<file path="src/rtl/gameplay_pkg.sv">
// rtl/gameplay_pkg.sv - shared constants, status codes and helpers for the gameplay block
package gameplay_pkg;

    localparam logic [7:0] X_INIT = 8'd0;
    localparam logic [7:0] X_END  = 8'd144;

    localparam logic GO_LEFT  = 1'b0;
    localparam logic GO_RIGHT = 1'b1;

    // Row y coordinates, bottom row first
    localparam logic [6:0] Y_ROW_0 = 7'd104;
    localparam logic [6:0] Y_ROW_1 = 7'd88;
    localparam logic [6:0] Y_ROW_2 = 7'd72;
    localparam logic [6:0] Y_ROW_3 = 7'd56;
    localparam logic [6:0] Y_ROW_4 = 7'd40;
    localparam logic [6:0] Y_ROW_5 = 7'd24;
    localparam logic [6:0] Y_ROW_6 = 7'd8;

    typedef enum logic [2:0] {
        GS_IDLE      = 3'd0,
        GS_MOVING    = 3'd1,
        GS_PLACED    = 3'd2,
        GS_MISSED    = 3'd3,
        GS_GAME_OVER = 3'd4,
        GS_WIN       = 3'd5
    } game_status_t;

    // Unsigned distance between two x coordinates, widened so it never wraps
    function automatic logic [8:0] abs_diff(input logic [7:0] a, input logic [7:0] b);
        if (a >= b) begin
            return {1'b0, a} - {1'b0, b};
        end
        return {1'b0, b} - {1'b0, a};
    endfunction

endpackage

</file>
<file path="src/rtl/gameplay_datapath_if.sv">
// rtl/gameplay_datapath_if.sv - load/command strobes and position/counter outputs of the gameplay datapath
// master: control side (drives loads and commands, observes state)
// slave : datapath side (receives loads and commands, drives state)
interface gameplay_datapath_if;
    logic       ld_x;
    logic       ld_y;
    logic       ld_d;
    logic [7:0] new_x_position;
    logic [6:0] new_y_position;
    logic       new_direction;
    logic       enable;
    logic       save_x;
    logic       inc_score;
    logic       dec_chances;

    logic [7:0] x_position;
    logic [6:0] y_position;
    logic       direction;
    logic [7:0] prev_x;
    logic [7:0] score;
    logic [3:0] chances;
    logic       c;
    logic       o;

    modport master (
        output ld_x, ld_y, ld_d, new_x_position, new_y_position, new_direction,
        output enable, save_x, inc_score, dec_chances,
        input  x_position, y_position, direction, prev_x, score, chances, c, o
    );

    modport slave (
        input  ld_x, ld_y, ld_d, new_x_position, new_y_position, new_direction,
        input  enable, save_x, inc_score, dec_chances,
        output x_position, y_position, direction, prev_x, score, chances, c, o
    );
endinterface

</file>
<file path="src/rtl/gameplay_datapath_rate_divider.sv">
// rtl/gameplay_datapath_rate_divider.sv - enable-gated divide-by-DIV tick generator
// Ports: clk, resetn (async active-low), enable (count permit), clear (restart count),
//        tick (one cycle high when the DIV-th enabled cycle is reached)
module rate_divider #(
    parameter int DIV = 833333
) (
    input  logic clk,
    input  logic resetn,
    input  logic enable,
    input  logic clear,
    output logic tick
);

    localparam int CW = (DIV > 1) ? $clog2(DIV) : 1;
    localparam logic [CW-1:0] LAST = CW'(DIV - 1);

    logic [CW-1:0] cnt;

    // Combinational so the step lands on the same edge that wraps the counter
    assign tick = enable && (cnt == LAST);

    always_ff @(posedge clk or negedge resetn) begin
        if (!resetn) begin
            cnt <= '0;
        end else if (clear) begin
            cnt <= '0;
        end else if (enable) begin
            cnt <= (cnt == LAST) ? '0 : cnt + 1'b1;
        end
    end

endmodule

</file>
<file path="src/rtl/gameplay_datapath.sv">
// rtl/gameplay_datapath.sv - block position, bounce, score and chances datapath
// Ports: clk, resetn (async assert, clk-synchronised release),
//        gp (slave): ld_x/ld_y/ld_d + new_* load values, enable, save_x, inc_score, dec_chances in;
//        x_position, y_position, direction, prev_x, score, chances, c (chances left), o (overlap) out
module gameplay_datapath
    import gameplay_pkg::*;
#(
    parameter int SHIFT_DIV    = 833333,
    parameter int CHANCES_INIT = 10,
    parameter int BLOCK_W      = 16
) (
    input  logic                 clk,
    input  logic                 resetn,
    gameplay_datapath_if.slave   gp
);

    // Reset asserts immediately but is released only after two clk edges
    logic [1:0] rst_sync;
    logic       rst_int_n;

    always_ff @(posedge clk or negedge resetn) begin
        if (!resetn) begin
            rst_sync <= 2'b00;
        end else begin
            rst_sync <= {rst_sync[0], 1'b1};
        end
    end

    assign rst_int_n = rst_sync[1];

    logic tick;

    rate_divider #(
        .DIV (SHIFT_DIV)
    ) u_rate_divider (
        .clk    (clk),
        .resetn (rst_int_n),
        .enable (gp.enable),
        .clear  (gp.ld_x),
        .tick   (tick)
    );

    logic [7:0] x_q;
    logic [6:0] y_q;
    logic       dir_q;
    logic [7:0] prev_q;
    logic [7:0] score_q;
    logic [3:0] chances_q;

    // A load wins over a step; the bounce belongs to the step, so it is suppressed too
    logic step;
    logic at_right;
    logic at_left;

    assign step     = tick && !gp.ld_x;
    assign at_right = (x_q >= X_END);
    assign at_left  = (x_q == X_INIT);

    always_ff @(posedge clk or negedge rst_int_n) begin
        if (!rst_int_n) begin
            x_q       <= X_INIT;
            y_q       <= '0;
            dir_q     <= GO_RIGHT;
            prev_q    <= X_INIT;
            score_q   <= '0;
            chances_q <= 4'(CHANCES_INIT);
        end else begin
            if (gp.ld_x) begin
                x_q <= (gp.new_x_position > X_END) ? X_END : gp.new_x_position;
            end else if (step) begin
                if (dir_q == GO_RIGHT) begin
                    x_q <= at_right ? (X_END - 8'd1) : (x_q + 8'd1);
                end else begin
                    x_q <= at_left ? (X_INIT + 8'd1) : (x_q - 8'd1);
                end
            end

            if (gp.ld_d) begin
                dir_q <= gp.new_direction;
            end else if (step && (dir_q == GO_RIGHT) && at_right) begin
                dir_q <= GO_LEFT;
            end else if (step && (dir_q == GO_LEFT) && at_left) begin
                dir_q <= GO_RIGHT;
            end

            if (gp.ld_y) begin
                y_q <= gp.new_y_position;
            end

            // Captures x as it was before any same-cycle load
            if (gp.save_x) begin
                prev_q <= x_q;
            end

            if (gp.inc_score && (score_q != 8'hFF)) begin
                score_q <= score_q + 8'd1;
            end

            if (gp.dec_chances && (chances_q != 4'd0)) begin
                chances_q <= chances_q - 4'd1;
            end
        end
    end

    assign gp.x_position = x_q;
    assign gp.y_position = y_q;
    assign gp.direction  = dir_q;
    assign gp.prev_x     = prev_q;
    assign gp.score      = score_q;
    assign gp.chances    = chances_q;
    assign gp.c          = (chances_q != 4'd0);
    assign gp.o          = (abs_diff(x_q, prev_q) < 9'(BLOCK_W));

endmodule
</file>
<file path="src/flat_wrapper.sv">
// flat-port wrapper written by rule: the top's interface ports become plain ports
module gameplay_datapath_flat import gameplay_pkg::*;
#(
    parameter int SHIFT_DIV    = 833333,
    parameter int CHANCES_INIT = 10,
    parameter int BLOCK_W      = 16
)
  (clk, resetn, gp_ld_x, gp_ld_y, gp_ld_d, gp_new_x_position, gp_new_y_position, gp_new_direction, gp_enable, gp_save_x, gp_inc_score, gp_dec_chances, gp_x_position, gp_y_position, gp_direction, gp_prev_x, gp_score, gp_chances, gp_c, gp_o);
  gameplay_datapath_if gp_i ();
  input  logic clk;
  input  logic resetn;
  input wire logic [$bits(gp_i.ld_x)-1:0] gp_ld_x;
  input wire logic [$bits(gp_i.ld_y)-1:0] gp_ld_y;
  input wire logic [$bits(gp_i.ld_d)-1:0] gp_ld_d;
  input wire logic [$bits(gp_i.new_x_position)-1:0] gp_new_x_position;
  input wire logic [$bits(gp_i.new_y_position)-1:0] gp_new_y_position;
  input wire logic [$bits(gp_i.new_direction)-1:0] gp_new_direction;
  input wire logic [$bits(gp_i.enable)-1:0] gp_enable;
  input wire logic [$bits(gp_i.save_x)-1:0] gp_save_x;
  input wire logic [$bits(gp_i.inc_score)-1:0] gp_inc_score;
  input wire logic [$bits(gp_i.dec_chances)-1:0] gp_dec_chances;
  output wire logic [$bits(gp_i.x_position)-1:0] gp_x_position;
  output wire logic [$bits(gp_i.y_position)-1:0] gp_y_position;
  output wire logic [$bits(gp_i.direction)-1:0] gp_direction;
  output wire logic [$bits(gp_i.prev_x)-1:0] gp_prev_x;
  output wire logic [$bits(gp_i.score)-1:0] gp_score;
  output wire logic [$bits(gp_i.chances)-1:0] gp_chances;
  output wire logic [$bits(gp_i.c)-1:0] gp_c;
  output wire logic [$bits(gp_i.o)-1:0] gp_o;
  assign gp_i.ld_x = gp_ld_x;
  assign gp_i.ld_y = gp_ld_y;
  assign gp_i.ld_d = gp_ld_d;
  assign gp_i.new_x_position = gp_new_x_position;
  assign gp_i.new_y_position = gp_new_y_position;
  assign gp_i.new_direction = gp_new_direction;
  assign gp_i.enable = gp_enable;
  assign gp_i.save_x = gp_save_x;
  assign gp_i.inc_score = gp_inc_score;
  assign gp_i.dec_chances = gp_dec_chances;
  assign gp_x_position = gp_i.x_position;
  assign gp_y_position = gp_i.y_position;
  assign gp_direction = gp_i.direction;
  assign gp_prev_x = gp_i.prev_x;
  assign gp_score = gp_i.score;
  assign gp_chances = gp_i.chances;
  assign gp_c = gp_i.c;
  assign gp_o = gp_i.o;
  gameplay_datapath #(.SHIFT_DIV(SHIFT_DIV), .CHANCES_INIT(CHANCES_INIT), .BLOCK_W(BLOCK_W)) u_core (.clk(clk), .resetn(resetn), .gp(gp_i));
endmodule
</file>
<file path="config.mk">
export PLATFORM = sky130hd
export DESIGN_NAME = gameplay_datapath_flat
export DESIGN_NICKNAME = d
export VERILOG_FILES = /design/src/rtl/gameplay_pkg.sv /design/src/rtl/gameplay_datapath_if.sv /design/src/rtl/gameplay_datapath_rate_divider.sv /design/src/rtl/gameplay_datapath.sv /design/src/flat_wrapper.sv
export SDC_FILE = /design/constraint.sdc
export NUM_CORES = 1
export LEC_CHECK = 0
export CAP_MARGIN = 25
export CORE_MARGIN = 3
export CORE_UTILIZATION = 25
export CTS_BUF_LIST = sky130_fd_sc_hd__clkbuf_4
export DETAILED_ROUTE_END_ITERATION = 16
export GPL_TIMING_DRIVEN = 0
export HOLD_SLACK_MARGIN = 0.15
export PLACE_DENSITY = 0.55
export SLEW_MARGIN = 20
export SYNTH_ARGS = -nofsm -noshare
export SYNTH_HDL_FRONTEND = slang
export SYNTH_SLANG_ARGS = --single-unit
</file>
<file path="constraint.sdc">
create_clock -name clk -period 3 [get_ports clk]
set_input_delay 0.6 -clock clk [delete_from_list [all_inputs] [get_ports clk]]
set_output_delay 0.6 -clock clk [all_outputs]
set_load 0.02 [all_outputs]
</file>
==> results of run 1 <==
what timing repair did:
action / CTS / global route
cloned: 0 / 0
pin swaps: 6 / 8
buffers inserted: 17 / 1
endpoints found under the setup margin: 1 / 1
hold endpoints to repair: 0 / 0
resized for setup: 37 / 5
layer usage:
layer | track usage (%) | routed length [um]
met5 | 0 | 0
met4 | 3.38 | 60
met3 | 4.31 | 594
met2 | 20.2 | 4550
met1 | 15.4 | 4270
per-stage QoR:
| stage | std cells | hold slack (ps) | utilization (%) | cell area, um^2 | TNS (ps) |
|---|---|---|---|---|---|
| 2_1_floorplan | 392 | 304 | - | 3560 | 0 |
| 3_3_place_gp | 628 | 338 | 32.3 | 4380 | -309 |
| 3_5_place_dp | 629 | 234 | 32.5 | 4400 | -352 |
| 4_1_cts | 660 | 250 | 35.4 | 4800 | 0 |
| 5_1_grt | 661 | 267 | 35.7 | 4830 | -112 |
| 6_report | 661 | 229 | 35.7 | 4830 | -7.23 |
sequential cells by signal, indices dropped and copies added, names as in the netlist:
register / cells
u_core.gp.y_position: 7
u_core.gp.direction: 1
u_core.gp.x_position: 8
u_core.gp.score: 8
u_core.gp.prev_x: 8
u_core.gp.chances: 4
u_core.rst_sync: 2
u_core.u_rate_divider.cnt: 20
power by group through the flow:
stage / registers (uW) / clock network, uW / logic [uW]
after floorplan: 1170 / 0 / 454
after global placement: 1070 / 0 / 946
after detailed placement: 1070 / 0 / 970
after CTS: 1050 / 680 / 1090
after global routing: 1070 / 720 / 1200
final: 1040 / 647 / 1100
layout by cell type, fill, tap and decap left out, types with 3 or more instances in the layout:
cell type	count
o221ai_1	5
o211ai_1	3
nor2_1	34
and3_1	6
o31ai_1	5
nor3_1	10
ha_1	18
nand4_1	3
xnor2_1	13
dfrtp_2	5
clkbuf_8	3
a21o_1	3
dfstp_2	3
o21a_1	6
clkbuf_4	10
buf_6	3
o21ai_2	3
nor2b_1	3
a21oi_1	18
dfrtp_1	49
buf_4	17
clkdlybuf4s50_1	59
clkbuf_1	4
o21ai_0	26
nand2_1	45
ha_4	5
inv_1	25
nand3_1	13
xor2_1	12
nand2b_1	4
nor4_1	5
mux2_2	8
critical path: cells and delay by family (launching register included):
| family | cells | cell delay [ps] |
|---|---|---|
| buffers and inverters | 2 | 240 |
| adders and majority gates | 1 | 240 |
| DFF | 1 | 410 |
| and+or+nand+nor | 3 | 630 |
| AOI/OAI and AO/OA | 3 | 480 |
synth_stat cells (all sizes together) (2+ instances only):
cell | instances | share of area [%]
xor2 | 12 | 3.0
a21o | 4 | 1.1
nand4bb | 2 | 0.63
o211ai | 3 | 0.63
o221ai | 6 | 1.5
o31ai | 5 | 1.1
a221o | 2 | 0.56
dfrtp | 55 | 39
o22ai | 2 | 0.35
ha | 23 | 8.1
a2bb2oi | 2 | 0.49
nand3 | 15 | 2.3
or4 | 3 | 0.84
nand4 | 4 | 0.88
o21a | 6 | 1.3
nor4 | 5 | 0.88
o21ai | 30 | 4.4
mux2 | 8 | 2.5
nor2b | 3 | 0.53
o31a | 2 | 0.49
nand2 | 45 | 4.7
buf | 3 | 0.60
mux2i | 2 | 0.56
nand2b | 4 | 0.70
a31oi | 2 | 0.35
inv | 27 | 2.8
a21oi | 20 | 2.8
nor2 | 35 | 3.9
nor4b | 2 | 0.49
and3 | 7 | 1.2
clkbuf | 10 | 1.1
xnor2 | 13 | 3.2
dfstp | 3 | 2.2
nor3 | 11 | 1.7
cell type report:
class	instances	share of cell area [%]
Buffer	11	1.71
Clock buffer	10	1.55
Multi-Input combinational cell	294	42.3
Clock inverter	6	1.68
Timing Repair Buffer	79	15.7
Inverter	27	2.15
Tap cell	176	4.55
Sequential cell	58	30.3
worst max path at each step:
stage,slack (ps),from,end,depth (start not counted)
after floorplan,290,u_core.gp.x_position[4],gp_o,9
after global placement,-310,u_core.gp.x_position[4],gp_o,10
after detailed placement,-350,u_core.gp.x_position[4],gp_o,10
after CTS,1,u_core.gp.x_position[6],gp_o,9
after global routing,-110,u_core.gp.x_position[4],gp_o,9
final,-7,u_core.gp.x_position[4],gp_o,9
cell families (layout without fill, tap and decap cells):
logic type	Yosys count	in the layout	synth area share [%]
mux	10	10	3.09
compound gates	95	95	17.6
simple gates	140	140	19.6
buf+inv	40	133	4.50
flops	58	58	40.9
fa+ha+maj	23	23	8.09
other cells	1	1	0.105
xor+xnor	25	25	6.15
==> qor.yml, run 1 <==
pwr:
  comb_power_share_pct: 39.4
  intPower_uw: 1790
  ir_worst_vdd_mv: 0.309
  power.density_nw_per_um2: 577
  switching_share_pct: 35.9
  switching_power_uw: 1000
  power_uw: 2790
  leakage_uw: 0.00198
  clock_power_share_pct: 23.2
  seq_power_share_pct: 37.4
sta:
  setup_ws_ps: -7.23
  slew-limit-headroom_pct: 55.3
  hold_viol_final: 0
  worst_pin_slew_ps: 664
  slew_viol_final: 0
  setup_violations: 1
  fin_crit_sh_pct: 100
  final.setup_skew_ps: 18.2
  rsz0062_at_grt: "yes"
  period_needed_ps: 3010
  fmax_ghz: 0.333
yosys:
  syn_inst: 392
  ys_ff_latch: 58
  ys_warn_count: 0
  async_reset_ff_share_pct: 100
  synth-seq-area-share_pct: 40.9
  syn-cell-area_um2: 3560
  syn_nets: 440
  synth.avg_cell_area_um2: 9.08
  synth_edf_count: 0
  synthFlopType: "dfrtp_1"
  synth.distinct_cells: 59
grt:
  grt_max_degree: 36
  grt_util_all_layers_pct: 12.3
  antenna_found_initial: 0
  grt.overflow.total: 0
  grt_pass1_vias: 3213
  grt_pass1_wl_mm: 15.9
clock_tree:
  ctsHtreeMaxLevel: 3
  hold_buffers: 0
  cts_tree: "done"
  clockBufferDepth: 2
  clock-root-buffer: "clkbuf_4"
  clock_sinks: 58
  clock_latency_ps: 410
  cts_buffers: 9
  path_clk_slew_ps: 100
die:
  io_pins: 63
  dieArea_um2: 15700
  placement_rows: 42
  initial_core_util_pct: 26.2
  chipWidth_um: 125
  core_um2: 13600
  die_h_um: 125
critical_path:
  rrSetupSlack_ps: 640
  start_kind: "flip-flop"
  path_common_cell: "buf_6"
  crit_arrival_ps: 2410
  crit_slowest_cell: "or4_1"
  r2r.worst_path.cells: 9
  cpPeakStageDelay_ps: 420
  path_cells: "buf_6, ha_4, o21a_1, or4_1, nand2_1, nand3_2, o32ai_2, a31o_2, buf_6"
  critPathKind: "reg -> out"
  timing.rr.end: "u_core.gp.x_position[5]"
  reg2reg_from: "u_core.gp.x_position[1]"
  critPathRequiredTime_ps: 2400
  crit_fanout: 4
  end_kind: "primary output"
finish:
  fill_cells: 1412
  n_antenna_cell: 0
  fin_nets: 528
  syn2layout_area_growth_pct: 35.9
  final_layout_size_suffix_gt1_share_pct: 17.5
  ff_latch_area_um2: 1470
  multi_input_area_um2: 2050
place:
  place.gp.congestion: 0.846
  numPortBuffers: 60
  place_ws_ps: -352
  hpwl_mm: 6.91
worst_hold_path:
  hp-class: "reg -> async"
route:
  wl_per_cell_um: 14.3
  wl_mm: 9.48
  first_pass_iters: 4
  via_count: 3168
  first_iter_violations: 193
  drc: 0
  ant_nets: 0
  viasPerCell: 4.79
outcome:
  status: "finished with violations"
  violations: "setup timing"
job:
  drv_cap: 0
Note: power is estimated with default switching activity, not from simulation.
==> run 2: changes to the inputs <==
--- a/config.mk
+++ b/config.mk
@@ -17,3 +17,4 @@
 export SYNTH_ARGS = -nofsm -noshare
 export SYNTH_HDL_FRONTEND = slang
 export SYNTH_SLANG_ARGS = --single-unit
+export TNS_END_PERCENT = 10
==> constraint.sdc (replaced) <==
create_clock -name clk -period 3 [get_ports clk]
set_input_delay 0.6 -clock clk [delete_from_list [all_inputs] [get_ports clk]]
set_output_delay 0.6 -clock clk [all_outputs]
set_load 0.005 [all_outputs]
==> qor.yml, run 2 (synthesis results as in run 1) <==
route:
  via_count: 3173
  drc: 0
  first_pass_iters: 4
  viasPerCell: 4.81
  first_iter_violations: 218
  wl_mm: 9.45
  wl_per_cell_um: 14.3
  ant_nets: 0
pwr:
  power_uw: 2650
  intPower_uw: 1780
  switching_power_uw: 867
  clock_power_share_pct: 24.5
  leakage_uw: 0.00197
  power.density_nw_per_um2: 549
  ir_worst_vdd_mv: 0.277
  comb_power_share_pct: 36.0
  seq_power_share_pct: 39.5
  switching_share_pct: 32.8
finish:
  fill_cells: 1412
  fin_nets: 527
  final_cells: 660
  n_antenna_cell: 0
  largest_register_ffs: 20
  syn2layout_area_growth_pct: 35.4
  final_cell_mix: "clkdlybuf4s50_1, dfrtp_1, nand2_1"
  final_layout_size_suffix_gt1_share_pct: 17.6
  final_common_cell: "clkdlybuf4s50_1"
  post-route-util_pct: 35.5
  top_register: "u_core.u_rate_divider.cnt"
critical_path:
  timing.rr.end: "u_core.gp.x_position[5]"
  crit_fanout: 4
  rrSetupSlack_ps: 630
  end_kind: "primary output"
  reg2reg_from: "u_core.gp.x_position[1]"
  critPathRequiredTime_ps: 2400
  start_kind: "flip-flop"
  crit_arrival_ps: 2390
  critPathKind: "reg -> out"
  r2r.worst_path.cells: 9
die:
  chipWidth_um: 125
  io_pins: 63
  core_um2: 13600
  die_h_um: 125
  placement_rows: 42
  dieArea_um2: 15700
  initial_core_util_pct: 26.2
grt:
  grt_pass1_wl_mm: 15.8
  antenna_found_initial: 0
  grt_max_degree: 36
  grt_pass1_vias: 3207
  grt.overflow.total: 0
  grt_util_all_layers_pct: 12.3
clock_tree:
  clockBufferDepth: 2
  ctsHtreeMaxLevel: 3
  clock_latency_ps: 410
  clock-root-buffer: "clkbuf_4"
  cts_buffers: 9
  path_clk_slew_ps: 100
  cts_tree: "done"
  clock_sinks: 58
place:
  hpwl_mm: 6.91
  place.gp.congestion: 0.846
  numPortBuffers: 60
  dp_cells: 629
sta:
  worst_pin_slew_ps: 663
  setup_violations: 0
  slew_viol_final: 0
  fmax_ghz: 0.335
  final.setup_skew_ps: 16.6
  rsz0062_at_grt: "yes"
  fin_crit_sh_pct: 99.6
  hold_ws_ps: 229
  slew-limit-headroom_pct: 55.4
  period_needed_ps: 2990
  hold_viol_final: 0
worst_hold_path:
  hp-class: "reg -> async"
outcome:
  status: "finished clean"
job:
  drv_cap: 0
==> run 2: timing repair <==
item                                    CTS  global route
endpoints found under the setup margin    1             1
buffers inserted                         16             1
pin swaps                                 6             6
hold buffers                              0             0
resized for setup                        36             4
==> run 2: layout make-up <==
cell class | instances | area [um^2] | area share (%)
timing repair buffer | 78 | 747 | 15.5
inverter | 27 | 101 | 2.10
buffer | 11 | 82.6 | 1.71
sequential | 58 | 1470 | 30.4
tap | 176 | 220 | 4.57
multi-input combinational | 294 | 2050 | 42.5
clock inverter | 6 | 81.3 | 1.69
clock buffer | 10 | 75.1 | 1.56
==> run 2: metrics by stage <==
stage / cell area, um^2 / TNS [ps] / worst slack (ps)
after global placement: 4380 / -206 / -206
after CTS: 4790 / 0 / 25.3
after global routing: 4820 / -87.8 / -87.8
after detailed placement: 4400 / -249 / -249
final: 4820 / 0 / 10.8
after floorplan: 3560 / 0 / 467
==> run 2: power groups by stage <==
| stage | Combinational (uW) | Clock [uW] | Sequential (uW) |
|---|---|---|---|
| floorplan | 443 | 0 | 1050 |
| global placement | 810 | 0 | 1070 |
| detailed placement | 833 | 0 | 1070 |
| CTS | 943 | 680 | 1050 |
| global route | 1050 | 720 | 1070 |
| finish | 954 | 648 | 1040 |
==> run 2: worst max-delay path by stage <==
| stage | from | end | slack (ps) | depth (start not counted) |
|---|---|---|---|---|
| 6_report | u_core.gp.x_position[4] | gp_o | 10 | 9 |
| 5_1_grt | u_core.gp.x_position[4] | gp_o | -90 | 9 |
| 4_1_cts | u_core.gp.x_position[6] | gp_o | 30 | 9 |
| 3_5_place_dp | u_core.gp.x_position[4] | gp_o | -250 | 10 |
| 3_3_place_gp | u_core.gp.x_position[4] | gp_o | -210 | 10 |
| 2_1_floorplan | u_core.gp.x_position[4] | gp_o | 470 | 9 |
==> run 2: layer usage <==
layer	GRT usage (%)	share of wire, %
met1	15.4	44
met2	20.1	48
met3	4.31	6.9
met4	3.38	0.61
met5	0	0
==> run 2: critical path, cell delays in order (launching register included) <==
cell and delay, ps:
dfrtp_1 410, buf_6 130, ha_4 240, o21a_1 180, or4_1 420, nand2_1 120
nand3_2 90, o32ai_2 100, a31o_2 190, buf_2 100
